==> src/rtl/uart_tx_ctrl.sv <==
// Frame sequencer for the UART TX path: start bit, serializer-driven data bits,
// optional parity bit and stop bit. One clk is one bit time.
module uart_tx_ctrl #(
  parameter int DATA_WIDTH = 8
) (
  input  logic                  clk,
  input  logic                  reset,
  input  logic [DATA_WIDTH-1:0] data_in,
  input  logic                  data_valid_in,
  input  logic                  par_en_in,
  input  logic                  par_typ_in,
  input  logic                  ser_data_in,
  input  logic                  ser_done_in,
  output logic                  ser_en_out,
  output logic                  tx_out,
  output logic                  busy_out,
  output logic                  frame_err_out
);

  localparam logic [2:0] IDLE   = 3'd0;
  localparam logic [2:0] START  = 3'd1;
  localparam logic [2:0] DATA   = 3'd2;
  localparam logic [2:0] PARITY = 3'd3;
  localparam logic [2:0] STOP   = 3'd4;

  localparam int CW = (DATA_WIDTH > 1) ? $clog2(DATA_WIDTH) : 1;
  localparam logic [CW-1:0] LAST_BIT = CW'(DATA_WIDTH - 1);

  logic [2:0]    state;
  logic [CW-1:0] bit_cnt;
  logic          par_en_q;
  logic          parity_q;

  always_ff @(posedge clk) begin
    if (reset) begin
      state         <= IDLE;
      bit_cnt       <= '0;
      par_en_q      <= 1'b0;
      parity_q      <= 1'b0;
      frame_err_out <= 1'b0;
    end else begin
      case (state)
        IDLE: begin
          if (data_valid_in) begin
            par_en_q      <= par_en_in;
            parity_q      <= (^data_in) ^ par_typ_in;
            frame_err_out <= 1'b0;
            bit_cnt       <= '0;
            state         <= START;
          end
        end
        START: state <= DATA;
        DATA: begin
          if (ser_done_in) begin
            bit_cnt <= '0;
            state   <= par_en_q ? PARITY : STOP;
          end else if (bit_cnt == LAST_BIT) begin
            // Serializer overran its bit budget: abandon parity, close the frame.
            bit_cnt       <= '0;
            frame_err_out <= 1'b1;
            state         <= STOP;
          end else begin
            bit_cnt <= bit_cnt + CW'(1);
          end
        end
        PARITY:  state <= STOP;
        STOP:    state <= IDLE;
        default: state <= IDLE;
      endcase
    end
  end

  // Moore output decode; DATA passes the serializer bit straight to the line.
  always_comb begin
    tx_out     = 1'b1;
    ser_en_out = 1'b0;
    busy_out   = (state != IDLE);
    case (state)
      START:  tx_out = 1'b0;
      DATA: begin
        tx_out     = ser_data_in;
        ser_en_out = 1'b1;
      end
      PARITY: tx_out = parity_q;
      default: tx_out = 1'b1;
    endcase
  end

endmodule

==> config.mk <==
export PLATFORM = sky130hd
export DESIGN_NAME = uart_tx_ctrl
export DESIGN_NICKNAME = d
export VERILOG_FILES = /design/src/rtl/uart_tx_ctrl.sv
export SDC_FILE = /design/constraint.sdc
export NUM_CORES = 1
export LEC_CHECK = 0
export CORE_UTILIZATION = 37
export CTS_BUF_LIST = sky130_fd_sc_hd__clkbuf_2
export CTS_CLUSTER_SIZE = 28
export DETAILED_ROUTE_END_ITERATION = 8
export PLACE_DENSITY_LB_ADDON = 0.08
export SLEW_MARGIN = 20
export SYNTH_ARGS = -nofsm -noshare
export SYNTH_HDL_FRONTEND = slang
export SYNTH_SLANG_ARGS = --single-unit
==> constraint.sdc <==
create_clock -name clk -period 3.45 [get_ports clk]
set_input_delay 0.69 -clock clk [delete_from_list [all_inputs] [get_ports clk]]
set_output_delay 0.69 -clock clk [all_outputs]
set_load 0.03 [all_outputs]
# Yosys cells after proc, flatten, opt, wreduce, memory -nomap -nowiden
# Index checks and enable logic that the tools add are counted.
classes:
  n_addsub: 1
  eq_ne: 8
  muxes: 15
  bitwise_logic: 1
  n_reduce_logical: 8
op_table:
  columns: ["operator", "count"]
  rows:
  - ["$mux 3", 7]
  - ["$pmux 3 s4", 1]
  - ["$reduce_xor 8->1", 1]
  - ["$eq 3x2->1 const B", 2]
  - ["$ne 2x2->1 const B", 3]
  - ["$pmux 3 s2", 1]
  - ["$reduce_and 2->1", 3]
  - ["$mux 1", 4]
  - ["$reduce_and 4->1", 1]
  - ["$add 3x1->3 const B", 1]
  - ["$eq 3x1->1 const B", 1]
  - ["$eq 3x3->1 const B", 1]
  - ["$logic_not 3->1", 1]
  - ["$ne 3x3->1 const B", 1]
  - ["$pmux 1 s3", 1]
  - ["$reduce_bool 3->1", 1]
  - ["$pmux 1 s2", 1]
  - ["$reduce_bool 2->1", 1]
  - ["$xor 1x1->1", 1]
word_totals:
  ff_bits: 9
  in_bits: 15
  output_inout_bits: 4
  elab_cells: 38

# Logic depth before layout (Yosys ltp)
# Gate-level depths: netlist (run 1).
logic_depth:
  ltp_word: 4
  mapped_depth: 6
  depth_no_buf: 6

# Worst setup path before layout (run 1)
# No wires, ideal clock.
synth_timing:
  path_type: "input -> output"
  startpoint: "in ser_data_in"
  endpoint: "out tx_out"
  arrival_time_ns: 1.209
  required_ns: 2.760
  setup_slack_ns: 1.551
  path_stages: 3
  n_path_buf: 0
  path_cell_list: "inv_1 a21oi_1 a311o_2"
synth_between:
  elab_chain_len: 1
synth_rtl:
  columns: ["item", "line", "rtl"]
  rows:
  - ["start: declaration", "12", "input logic ser_data_in,"]
  - ["$pmux 1 s3", "78", "case (state)"]
  - ["end: declaration", "15", "output logic tx_out,"]
# No other way between the ends.

# Worst setup path after layout (run 1)
# Same ends and word-level chain as after synthesis.

==> impl_metrics.yaml, run 1 <==
status:
  status: "finished clean"
hold_path:
  min_to: "par_en_q$_SDFFE_PP0P_"
  hp-class: "reg2reg"
  min_path_cells: 2
  min_from: "par_en_q$_SDFFE_PP0P_"
finish:
  insertedDiodeCount: 0
  fin_nets: 93
  area_delta_synth_final_pct: 39.32
  drive_above_1_share_pct: 13.33
  nFillCells: 129
  finalInstanceArea_sq_um: 718.2
sta:
  fin_skew_ps: 13.73
  setup_viol: 0
  rsz0062_at_grt: "no"
  fin_crit_sh_pct: 82.11
  hold_viol: 0
  fin_crit_ps: 2833
  tightestPinTransition_ps: 401.1
  tns_ps: 0
  slew_violations: 0
  slew_headroom_pct: 73.17
  timing.fmax_mhz: 353.0
cts:
  holdBufCountCts: 0
  cts_tree: "built"
  clk-insertion-delay-late_ps: 270
  clk_pin_slew_ps: 100
  postCtsSetupRepairBufs: 0
  clockBufferDepth: 2
  clock-root-buffer: "clkbuf_2"
  h-tree-depth: 1
  cts_buffers: 3
  cts_resized: 0
  cts_sinks: 9
synthesis:
  synth-main-ff-cell: "dfxtp_1"
  synthTopCellsByCount: "dfxtp_1 (9), a21oi_1 (5), nor2_1 (5)"
  syn_nets: 72
  yosys.cell_count.top_type: "dfxtp_1"
  yosysUniqueCellTypes: 26
  synthArstFlopShare_pct: 0
  avgSynthCellArea_sq_um: 9.373
  synth-adder-area-share_pct: 4.854
  synth-seq-cells: 9
  synth_xor_area_share_pct: 12.86
  synth_mux_area_share_pct: 3.883
  postSynthCellCount: 55
  synth.area.top_cells: "dfxtp_1 (35%), xnor2_1 (5.1%), a21oi_1 (4.9%), ha_1 (4.9%), nand3b_1 (4.4%)"
  yosys.area_share.simple_pct: 24.76
  ys.warnings.count: 0
  synth_top_family_by_area: "simple AND/OR/NAND/NOR gates"
  synth-edff-count: 0
  synth_area_sq_um: 515.5
  synth-compound-area-share_pct: 13.35
  synth.yosys.seq_area_share_pct: 34.95
  synth_top_area_cell: "dfxtp_1"
  synth_top_area_share_pct: 34.95
worst_setup_path:
  critPathArrivalTime_ps: 2140
  rrSetupSlack_ps: 1960
  crit_chain: "clkdlybuf4s50_1, inv_1, a21oi_1, a311o_2, clkdlybuf4s50_1"
  crit_path_start_kind: "primary input"
  cp_max_fo: 1
  reg2reg_depth: 6
  cp_data_required_time_ps: 2760
  reg2reg_from: "bit_cnt[0]$_SDFFE_PP0P_"
  worstSetupPathType: "in2out"
  r2r_end: "state[1]$_SDFFE_PP0P_"
  crit_slowest_cell: "clkdlybuf4s50_1"
  cpPeakStageDelay_ps: 590
  critPathMostFrequentCell: "clkdlybuf4s50_1"
  endpoint_kind: "output pin"
power:
  p_leak_nw: 0.2932
  power.density_nw_per_um2: 368.4
  vdd_drop_max_v: 0.0001881
  fin_total_pwr_mw: 0.2646
die:
  die_area_sq_um: 1546
  die_w_microns: 39.33
  start_util_pct: 39.62
  coreArea_sq_um: 1301
  io_pins: 19
  die_y_microns: 39.33
  rows: 13
place:
  io_buffers: 18
  place.gp.congestion: 0.6768
  hpwl_microns: 754.9
  placed_cell_area_sq_um: 698.2
detailed_routing:
  antenna_left: 0
  detail_route.iter0.violations: 4
  wl_microns: 1000
  drt-wirelength-per-cell_microns: 11.11
  vias: 444
  via_per_inst: 4.933
  drc: 0
  firstDrtPassIters: 4
grt:
  grt_antenna_before_repair: 0
  grt_usage_pct: 16.19
  grt_overflow_total: 0
  grt_max_degree: 11
  grt_pass1_wl_microns: 1621
  grt_pass1_vias: 421
flow_run:
  drv_cap: 0
stage by stage:
step,worst slack (ps),std cells,hold WS (ps),utilization [%]
2_1_floorplan,1551,55,436.6,-
3_3_place_gp,636.8,86,451.4,53.65
4_1_cts,611.4,90,472.1,55.19
3_5_place_dp,611.6,86,456.1,53.65
5_1_grt,559.8,90,502.8,55.19
6_report,617.1,90,470.3,55.19
layout by cell type, fill, tap and decap left out, types with 3 or more instances in the layout:
master,n
xnor2_1,3
inv_1,3
nand2_1,4
a21oi_1,5
dfxtp_1,9
nor2_1,5
nand3b_1,3
clkbuf_2,4
clkdlybuf4s50_1,18
cell families (layout without fill, tap and decap cells):
family / after synthesis / after routing
adder cells (fa/ha/maj): 2 / 2
multiplexers: 2 / 2
AND/OR/NAND/NOR: 21 / 21
buffers and inverters: 5 / 25
AO/OA/AOI/OAI: 10 / 10
XOR/XNOR: 6 / 6
flip-flops: 9 / 9
worst max-delay path, delay by kind of cell:
family | cells | cell delay, ps
AO/OA/AOI/OAI | 2 | 410
buffers and inverters | 3 | 1040
flip-flops by register name (all words and copies together), names as in the netlist:
signal         count
frame_err_out      1
state              3
bit_cnt            3
par_en_q           1
parity_q           1
worst max-delay path by stage:
stage               slack, ps  endpoint  cells past startpoint         from
finish                    620    tx_out                      5  ser_data_in
CTS                       610    tx_out                      5  ser_data_in
floorplan                1550    tx_out                      3  ser_data_in
detailed placement        610    tx_out                      5  ser_data_in
global placement          640    tx_out                      5  ser_data_in
global route              560    tx_out                      5  ser_data_in
where the power goes:
group          leakage [nW]  internal (mW)  switching [mW]
clock                0.0166         0.0308          0.0407
combinational         0.203         0.0441          0.0324
sequential           0.0732          0.110         0.00695
layout make-up:
class | count | area (sq um) | share of cell area [%]
Tap cell | 15 | 18.77 | 2.613
Clock buffer | 4 | 20.02 | 2.787
Sequential cell | 9 | 180.2 | 25.09
Timing Repair Buffer | 18 | 180.2 | 25.09
Multi-Input combinational cell | 41 | 307.8 | 42.86
Inverter | 3 | 11.26 | 1.568
per-layer routing:
layer	part of all wire, %	wire length [microns]	GRT usage [%]	vias to the layer above
met3	6.5	65	5.114	2
met2	43	432	24.58	16
met5	0	0	0	-
met4	2.0	20	12.93	0
li1	-	-	-	233
met1	48	482	18.40	193
No activity file was read; power rests on OpenSTA's default activity.
==> run 2, diff against run 1 <==
==> constraint.sdc (replaced) <==
create_clock -name clk -period 2.7 [get_ports clk]
set_input_delay 0.54 -clock clk [delete_from_list [all_inputs] [get_ports clk]]
set_output_delay 0.54 -clock clk [all_outputs]
set_load 0.03 [all_outputs]
==> results of run 2 <==
Same layout as run 1 (identical final DEF). Status: finished clean.
Among the figures that moved: setup slack after placement 611.6 ps -> 161.6 ps; setup slack after layout 617.1 ps -> 167.1 ps; register-to-register setup slack 1960 ps -> 1210 ps; total power 0.2646 mW -> 0.3381 mW; worst IR drop on VDD 0.0001881 V -> 0.0002403 V
==> run 3, diff against run 2 <==
--- a/config.mk
+++ b/config.mk
@@ -9,6 +9,7 @@
 export CTS_BUF_LIST = sky130_fd_sc_hd__clkbuf_2
 export CTS_CLUSTER_SIZE = 28
 export DETAILED_ROUTE_END_ITERATION = 8
+export DONT_BUFFER_PORTS = 1
 export PLACE_DENSITY_LB_ADDON = 0.08
 export SLEW_MARGIN = 20
 export SYNTH_ARGS = -nofsm -noshare
==> run 3 against run 2 <==
Compared with the run above: first-iteration DRC count is 25% lower; critical path type is now reg2out; highest routed layer is now met3; largest power group unchanged; count of clock-buffer cells in the layout stayed put; non-clock buffer count is 18 lower; fmax is 30% higher.
==> impl_metrics.yaml, run 3 (synthesis gave the netlist of run 1 again) <==
status:
  status: "finished clean"
hold_path:
  hp-class: "in2reg"
grt:
  grt_usage_pct: 15.75
  grt_max_degree: 11
  grt_overflow_total: 0
  grt_antenna_before_repair: 0
  grt_pass1_wl_microns: 1614
  grt_pass1_vias: 366
worst_setup_path:
  cp_top_family: "flip-flops"
  endpoint_kind: "output pin"
  critPathBufInv: 1
  critPathArrivalTime_ps: 1410
  crit_path_start_kind: "flop"
  cpPeakStageDelay_ps: 480
  cp_max_fo: 9
  worstSetupPathType: "reg2out"
  cp_data_required_time_ps: 2160
  crit_slowest_cell: "dfxtp_1"
  crit_chain: "or3b_1, inv_1"
power:
  pwr-share-seq_pct: 49.7
  p_clk_share_pct: 28.3
  p_sw_mw: 0.08912
  p_leak_nw: 0.2237
  netSwitchingFraction_pct: 29.78
  power.density_nw_per_um2: 556.3
  fin_total_pwr_mw: 0.2993
  pwr-share-comb_pct: 22.1
  vdd_drop_max_v: 0.0002714
  intPower_mw: 0.2102
die:
  io_pins: 19
  start_util_pct: 39.62
  die_w_microns: 39.33
  die_area_sq_um: 1546
  rows: 13
  coreArea_sq_um: 1301
  die_y_microns: 39.33
detailed_routing:
  dr_wl_met3_microns: 60
  dr_wl_met2_microns: 494
  vias: 393
  met1_length_microns: 408
  antenna_left: 0
  drt-wirelength-per-cell_microns: 13.38
  via_per_inst: 5.458
  detail_route.iter0.violations: 3
  drc: 0
  top_layer: "met3"
  wl_microns: 963
  firstDrtPassIters: 4
cts:
  cts_sinks: 9
  clk_pin_slew_ps: 90
  cts_tree: "built"
  postCtsSetupRepairBufs: 0
  clock-root-buffer: "clkbuf_2"
  clockBufferDepth: 2
  clk-insertion-delay-late_ps: 240
  cts_buffers: 3
  h-tree-depth: 1
  cts_resized: 0
  holdBufCountCts: 0
sta:
  rsz0062_at_grt: "no"
  timing.fmax_mhz: 513.0
  slew_violations: 0
  hold-worst-slack_ps: 355.9
  setup_viol: 0
  tightestPinTransition_ps: 329.5
  fin_crit_sh_pct: 72.19
  fin_skew_ps: 6.990
  hold_viol: 0
  tns_ps: 0
  fin_crit_ps: 1949
  slew_headroom_pct: 77.80
place:
  place.gp.congestion: 0.7646
  hpwl_microns: 780.2
  io_buffers: 0
  dp.cells: 68
finish:
  fin_nets: 75
  layout_common_cells: "dfxtp_1 (9), a21oi_1 (5), nor2_1 (5)"
  layout.cells.non_filler: 72
  final_common_cell: "dfxtp_1"
  area_delta_synth_final_pct: 4.369
  reg_top3: "bit_cnt x3, state x3"
  insertedDiodeCount: 0
  nFillCells: 136
  drive_above_1_share_pct: 17.54
flow_run:
  drv_cap: 0
## run 3: changes by cell type in the layout (fill, tap and decap cells not counted), sizes merged
cell           delta
clkdlybuf4s50    -18
## run 3: area by class of cell
class | instances | area (sq um) | area share (%)
multi-input cells | 41 | 307.8 | 57.21
flip-flops and latches | 9 | 180.2 | 33.49
well taps | 15 | 18.77 | 3.488
clock buffers | 4 | 20.02 | 3.721
inverters | 3 | 11.26 | 2.093
## run 3: metal layers
layer / track usage (%) / up-vias
met2: 26.25 / 15
li1: - / 199
met1: 19.23 / 179
met5: 0 / -
met4: 5.172 / 0
met3: 4.545 / 0
## run 3: power by group through the flow
stage	clock network (mW)	logic, mW	registers (mW)
2_1_floorplan	0	0.0659	0.148
3_3_place_gp	0	0.0636	0.151
3_5_place_dp	0	0.0661	0.152
4_1_cts	0.0852	0.0666	0.149
5_1_grt	0.0939	0.0746	0.150
6_report	0.0845	0.0660	0.149
## run 3: worst paths after layout
| kind | from | end | slack (ps) | cells after the start |
|---|---|---|---|---|
| max | state[1]$_SDFFE_PP0P_ | ser_en_out | 750 | 2 |
| min | reset | bit_cnt[2]$_SDFFE_PP0P_ | 360 | 1 |
| max reg2reg | state[1]$_SDFFE_PP0P_ | bit_cnt[2]$_SDFFE_PP0P_ | 1240 | 4 |
| min reg2reg | par_en_q$_SDFFE_PP0P_ | par_en_q$_SDFFE_PP0P_ | 470 | 2 |
## run 3: worst reg2reg max path: cells and delay by family, from the launching register on
kind	cells	cell delay, ps
compound gates	1	120
simple gates	2	560
buf+inv	1	260
flops	1	480
## run 3: metrics by stage
stage               utilization, %  worst slack [ps]  cell area [sq um]
detailed placement           39.81              1020              518.0
floorplan                        -              1101              515.5
CTS                          41.35             749.4              538.0
finish                       41.35             750.8              538.0
global placement             39.81              1040              518.0
global route                 41.35             654.2              538.0
